$ cat src/rtl/muldiv_unit.sv
// muldiv_unit: iterative RV32M multiply/divide unit for the EX stage.
//
// Multiplies use radix-2 shift-add over a 64-bit product. Divides use
// restoring division and produce one quotient bit per cycle. Both work on
// operand magnitudes, and the sign is applied when the result is loaded.
// Divide-by-zero and signed overflow finish in one cycle.
//
// Optional feature (define MULDIV_FAST_MUL_EN): the four multiply ops use a
// single-cycle combinational multiply and go straight from IDLE to DONE.
//
// Ports:
//   clk, rst      clock, synchronous active-high reset
//   start         request, sampled only in IDLE
//   op            M-extension funct3
//   src1, src2    operands, captured when start is accepted
//   flush         aborts any operation, wins over start
//   busy          unit occupied (CALC or DONE)
//   done          one-cycle pulse, result valid
//   result        registered result, held until the next result load
module muldiv_unit #(
    parameter int XLEN  = 32,
    parameter int CNT_W = 5
) (
    input  logic            clk,
    input  logic            rst,
    input  logic            start,
    input  logic [2:0]      op,
    input  logic [XLEN-1:0] src1,
    input  logic [XLEN-1:0] src2,
    input  logic            flush,
    output logic            busy,
    output logic            done,
    output logic [XLEN-1:0] result
);

    typedef enum logic [1:0] {S_IDLE, S_CALC, S_DONE} state_t;

    // Captured request: the opcode, plus the sign to apply to the selected result.
    typedef struct packed {
        logic [2:0] op;
        logic       neg;
    } ctl_t;

    localparam logic [XLEN-1:0]  INT_MIN = {1'b1, {(XLEN-1){1'b0}}};
    localparam logic [CNT_W-1:0] CNT_END = CNT_W'(XLEN - 1);

    state_t            state_q, state_d;
    ctl_t              ctl_q, ctl_d;
    logic [2*XLEN-1:0] acc_q, acc_d;     // {hi, lo}: product, or {remainder, dividend/quotient}
    logic [XLEN-1:0]   opnd_q, opnd_d;   // multiplicand or divisor magnitude
    logic [CNT_W-1:0]  cnt_q, cnt_d;
    logic [XLEN-1:0]   result_q, result_d;

    logic              is_div, s1, s2;
    logic [XLEN-1:0]   mag1, mag2;
    logic [XLEN:0]     mul_sum;
    logic [2*XLEN-1:0] mul_nxt, div_nxt, step;
    logic [XLEN:0]     div_sh;
    logic [XLEN-1:0]   div_sub;
    logic              div_ge;
`ifdef MULDIV_FAST_MUL_EN
    logic [2*XLEN-1:0] fast_prod;
`endif

    // Applies the sign to the magnitude result and selects the output word.
    function automatic logic [XLEN-1:0] fin(input logic [2:0] o, input logic n,
                                            input logic [2*XLEN-1:0] a);
        logic [2*XLEN-1:0] p;
        logic [XLEN-1:0]   q, r;
        p = n ? -a : a;
        q = n ? -a[XLEN-1:0] : a[XLEN-1:0];
        r = n ? -a[2*XLEN-1:XLEN] : a[2*XLEN-1:XLEN];
        if (o[2])                fin = o[1] ? r : q;
        else if (o[1:0] == 2'b00) fin = p[XLEN-1:0];
        else                     fin = p[2*XLEN-1:XLEN];
    endfunction

    always_comb begin
        state_d  = state_q;
        ctl_d    = ctl_q;
        acc_d    = acc_q;
        opnd_d   = opnd_q;
        cnt_d    = cnt_q;
        result_d = result_q;

        // Signedness from funct3. MULHU and the unsigned divides are unsigned;
        // MULHSU has a signed src1 only.
        is_div = op[2];
        s1     = src1[XLEN-1] & (is_div ? ~op[0] : (op[1:0] != 2'b11));
        s2     = src2[XLEN-1] & (is_div ? ~op[0] : ~op[1]);
        mag1   = s1 ? -src1 : src1;
        mag2   = s2 ? -src2 : src2;

        // Shift-add step. The low half holds the remaining multiplier bits.
        mul_sum = {1'b0, acc_q[2*XLEN-1:XLEN]} + (acc_q[0] ? {1'b0, opnd_q} : '0);
        mul_nxt = {mul_sum, acc_q[XLEN-1:1]};

        // Restoring step. The partial remainder always stays below the divisor,
        // so the modular 32-bit subtract is exact whenever it is taken.
        div_sh  = {acc_q[2*XLEN-1:XLEN], acc_q[XLEN-1]};
        div_ge  = div_sh >= {1'b0, opnd_q};
        div_sub = div_sh[XLEN-1:0] - opnd_q;
        div_nxt = {(div_ge ? div_sub : div_sh[XLEN-1:0]), acc_q[XLEN-2:0], div_ge};

        step = ctl_q.op[2] ? div_nxt : mul_nxt;
`ifdef MULDIV_FAST_MUL_EN
        fast_prod = {{XLEN{1'b0}}, mag1} * {{XLEN{1'b0}}, mag2};
`endif

        case (state_q)
            S_IDLE: begin
                if (start) begin
                    ctl_d.op  = op;
                    // The remainder takes the dividend's sign.
                    ctl_d.neg = (is_div && op[1]) ? s1 : (s1 ^ s2);
                    cnt_d     = '0;
                    if (is_div && src2 == '0) begin
                        result_d = op[1] ? src1 : '1;
                        state_d  = S_DONE;
                    end else if (is_div && !op[0] && src1 == INT_MIN && src2 == '1) begin
                        result_d = op[1] ? '0 : INT_MIN;
                        state_d  = S_DONE;
`ifdef MULDIV_FAST_MUL_EN
                    end else if (!is_div) begin
                        result_d = fin(op, s1 ^ s2, fast_prod);
                        state_d  = S_DONE;
`endif
                    end else begin
                        acc_d   = {{XLEN{1'b0}}, (is_div ? mag1 : mag2)};
                        opnd_d  = is_div ? mag2 : mag1;
                        state_d = S_CALC;
                    end
                end
            end
            S_CALC: begin
                acc_d = step;
                cnt_d = cnt_q + 1'b1;
                if (cnt_q == CNT_END) begin
                    result_d = fin(ctl_q.op, ctl_q.neg, step);
                    state_d  = S_DONE;
                end
            end
            S_DONE:  state_d = S_IDLE;
            default: state_d = S_IDLE;
        endcase

        // A flush abandons the operation without touching the visible result.
        if (flush) begin
            state_d  = S_IDLE;
            result_d = result_q;
        end
    end

    always_ff @(posedge clk) begin
        if (rst) begin
            state_q  <= S_IDLE;
            ctl_q    <= '0;
            acc_q    <= '0;
            opnd_q   <= '0;
            cnt_q    <= '0;
            result_q <= '0;
        end else begin
            state_q  <= state_d;
            ctl_q    <= ctl_d;
            acc_q    <= acc_d;
            opnd_q   <= opnd_d;
            cnt_q    <= cnt_d;
            result_q <= result_d;
        end
    end

    assign busy   = (state_q != S_IDLE);
    assign done   = (state_q == S_DONE);
    assign result = result_q;

endmodule
$ cat config.mk
export PLATFORM = sky130hd
export DESIGN_NAME = muldiv_unit
export DESIGN_NICKNAME = d
export VERILOG_FILES = /design/src/rtl/muldiv_unit.sv
export SDC_FILE = /design/constraint.sdc
export NUM_CORES = 1
export LEC_CHECK = 0
export CAP_MARGIN = 20
export CORE_ASPECT_RATIO = 0.9
export CORE_MARGIN = 2
export CORE_UTILIZATION = 40
export CTS_BUF_LIST = sky130_fd_sc_hd__clkbuf_4 sky130_fd_sc_hd__clkbuf_8
export CTS_CLUSTER_SIZE = 12
export DETAILED_ROUTE_END_ITERATION = 12
export DONT_BUFFER_PORTS = 1
export HOLD_SLACK_MARGIN = 0.1
export PLACE_DENSITY = 0.63
export SYNTH_ARGS = -nofsm -noshare
export SYNTH_HDL_FRONTEND = slang
export SYNTH_SLANG_ARGS = --single-unit
$ cat constraint.sdc
create_clock -name clk -period 4.62 [get_ports clk]
set_input_delay 0.924 -clock clk [delete_from_list [all_inputs] [get_ports clk]]
set_output_delay 0.924 -clock clk [all_outputs]
set_load 0.01 [all_outputs]
==> results.py <==
metrics = {
    "outcome": {
        "status": "finished, final reports clean",
    },
    "global_route": {
        "grt_max_degree": 113,
        "grt_usage_pct": 33.8,
        "globalRouteOverflowTotal": 0,
        "grt_pass1_vias": 17700,
        "antenna_found_initial": 0,
        "grt_pass1_wl_um": 110000,
    },
    "synthesis": {
        "synth_top_family_by_area": "compound AO/OA/AOI/OAI gates",
        "synth_nets": 2486,
        "syn_area_um2": 16200,
        "yosysWarnings": 0,
        "ys_ff_latch": 139,
        "syn_inst": 2342,
        "synthSimpleGateAreaFrac_pct": 26.1,
        "synthAdderAreaFrac_pct": 5.72,
        "yosys.cell_types.count": 104,
        "synth_enable_flop_cells": 0,
        "synth-async-reset-ratio_pct": 0,
        "synth_mux_area_share_pct": 3.96,
        "syn_area_per_cell_um2": 6.93,
        "synth-xor-area-share_pct": 8.37,
        "synth_compound_area_share_pct": 32.6,
        "yosys_most_used_dff": "dfxtp_1",
        "synth-seq-area-share_pct": 17.1,
    },
    "critical_path": {
        "crit_path_max_incr_delay_ps": 460,
        "worst_ep_required_time_ps": 5000,
        "worstSetupPathType": "reg -> reg",
        "crit_path_max_fanout": 5,
        "worst-path-stages": 21,
        "cp-end-kind": "register",
        "worst-path-buf-inv": 4,
        "cpMaxStageDelayCell": "a2111oi_4",
        "worstPathCellList": "inv_1, ha_4, a21oi_2, o21ai_2, a2111oi_4, o211a_1, a31oi_2, inv_1, ha_2, o221ai_2, nor3_2, nand3_1, nand2b_4, or3_4, or2_4, buf_6, o41ai_4, buf_4, a21oi_1, o31ai_1, a21oi_1",
        "r2r_cells": 21,
        "critPathArrivalTime_ps": 4950,
        "crit_family": "compound AO/OA/AOI/OAI gates",
        "crit_path_start_kind": "register",
    },
    "routing": {
        "drt-initial-drc-count": 2751,
        "ant_nets": 0,
        "drcViolationCount": 0,
        "wl_per_cell_um": 24.7,
        "vias": 19500,
        "via_per_inst": 6.52,
        "finalWirelength_um": 74000,
        "first_pass_iters": 9,
    },
    "timing": {
        "final.period_utilization_pct": 99.1,
        "worstMarginPinSlew_ps": 1140,
        "setup_viol": 0,
        "drv_slew": 0,
        "rsz0062_at_grt": "true",
        "finalCriticalPeriod_ps": 4580,
        "slew_headroom_pct": 23.9,
        "fin_ws_ps": 43.3,
        "fin_hold_ws_ps": 465,
        "timing.fmax_mhz": 218,
        "hold_viol": 0,
        "fin_skew_ps": 17.4,
    },
    "floorplan": {
        "dieWidth_um": 216,
        "design.portCount": 105,
        "initial_core_util_pct": 40.9,
        "die_area_um2": 42200,
        "rows": 69,
        "core_area_um2": 39700,
        "die_height_um": 195,
    },
    "power": {
        "peakVddDrop_mv": 0.183,
        "leakage_nw": 7.42,
        "p_per_area_nw_per_um2": 223,
    },
    "clock_network": {
        "cts.clk_slew.worst_paths_ps": 90,
        "cts_made_buffers": 17,
        "htree_levels": 4,
        "cts_tree": "yes",
        "cts_buffer_depth": 2,
        "clock-sinks": 139,
        "clock_latency_ps": 500,
        "cts_root_buf": "clkbuf_8",
    },
    "hold_path": {
        "holdPathStages": 2,
        "min_path_type": "reg -> reg",
    },
    "run": {
        "drv_cap": 0,
    },
    "placement": {
        "pre_cts_ws_ps": -64.8,
        "dp_hpwl_um": 58500,
        "place_area_um2": 18100,
        "place.gp.congestion": 1.06,
        "numPortBuffers": 0,
    },
    "finish": {
        "diodes": 0,
        "layout-drive-gt1-share_pct": 17.5,
        "area.growth.synth_to_final_pct": 16.7,
        "final_area_um2": 18900,
        "fin_nets": 2590,
    },
}
==> power by group <==
group	total [mW]	internal [mW]	switching [mW]
Combinational	1.88	0.714	1.16
Clock	1.03	0.455	0.574
Sequential	1.31	1.25	0.0641
Total	4.22	2.42	1.80
==> placed cells by master, fill, tap and decap left out, types with 10 or more instances in the layout <==
cell type and n:
nor2_1 257, nand2_1 247, buf_4 246, a21oi_1 222, o21ai_0 158, dfxtp_1 123
xnor2_1 84, nor3_1 75, xor2_1 71, inv_1 70, ha_1 59, and2_1 56
o211ai_1 50, nand3_1 49, mux2i_1 40, a31oi_1 37, nand4_1 35, o31ai_1 33
a211oi_1 32, a22oi_1 25, a21o_1 23, o21a_1 18, nor4_1 18, clkbuf_8 18
or3_1 16, mux2_2 16, and3_1 15, a222oi_1 14, dfxtp_2 14, nand2b_1 13
nor2b_1 12, o21bai_1 11, o41ai_1 11, o21ai_1 10, o2111ai_1 10, o221ai_1 10
a221oi_1 10
==> cell usage after synthesis (all sizes together) (12+ instances only) <==
library cell / number / area, um2
a211oi: 36 / 275
a21o: 23 / 173
a21oi: 230 / 1160
a221oi: 12 / 105
a222oi: 14 / 140
a22oi: 25 / 188
a31oi: 39 / 256
and2: 56 / 350
and3: 15 / 93.8
buf: 56 / 294
clkbuf: 113 / 424
dfxtp: 139 / 2780
ha: 71 / 888
inv: 70 / 263
mux2: 18 / 210
mux2i: 41 / 410
nand2: 248 / 933
nand2b: 15 / 93.8
nand3: 52 / 278
nand4: 36 / 231
nor2: 260 / 983
nor2b: 15 / 96.3
nor3: 82 / 432
nor4: 22 / 144
o211ai: 52 / 400
o21a: 19 / 143
o21ai: 172 / 865
o31ai: 37 / 302
o41ai: 12 / 113
or3: 18 / 113
xnor2: 84 / 736
xor2: 71 / 622
==> tightest hold or removal path, stage by stage, from the launching register on <==
cell and delay, ps:
dfxtp_2 330, nand2_1 50, a21oi_1 50
==> metal layers <==
layer	part of all wire [%]	GRT usage, %	wire [um]
met1	43	48.2	32000
met2	41	48.6	30200
met5	0.12	1.61	90
met3	12	7.80	8630
met4	4.2	13.1	3100
==> cells by family after synthesis <==
family / Yosys count
compound gates: 800
xor+xnor: 155
fa+ha+maj: 73
buf+inv: 241
flops: 139
mux: 60
simple gates: 874
==> stage by stage <==
step | setup TNS, ps | cells | utilization [%] | total power, mW
CTS | 0 | 2978 | 46.6 | 4.08
global placement | -9.97 | 2946 | 45.6 | 3.06
global route | -128 | 2991 | 47.7 | 4.38
detailed placement | -105 | 2946 | 45.6 | 3.07
finish | 0 | 2991 | 47.7 | 4.22
floorplan | 0 | 2342 | - | 2.42
==> registers in the layout, indices dropped and copies added (netlist names) <==
| signal | count |
|---|---|
| result | 32 |
| opnd_q | 32 |
| state_q | 2 |
| ctl_q | 4 |
| acc_q | 64 |
| cnt_q | 5 |
==> final timing paths <==
| path | startpoint | end | slack (ps) |
|---|---|---|---|
| setup / recovery | opnd_q[28] | result[22] | 40 |
| hold / removal | opnd_q[25] | opnd_q[25] | 460 |
| setup reg to reg | opnd_q[28] | result[22] | 40 |
| hold reg to reg | opnd_q[25] | opnd_q[25] | 460 |
==> repair_timing <==
action / CTS / global route
pin swaps: 1 / 27
resized for setup: 2 / 71
buffers inserted: 0 / 12
hold buffers: 0 / 0
endpoints found under the setup margin: 3 / 22
==> final cells by class <==
type                            count  area, um2
Timing Repair Buffer              254       2000
Sequential cell                   139       2810
Inverter                           72        270
Clock buffer                       21        270
Multi-Input combinational cell   1962      12800
Clock inverter                     11       96.3
Fill cell                        4087      20800
Tap cell                          532        666
(Power assumes the default switching activity.)
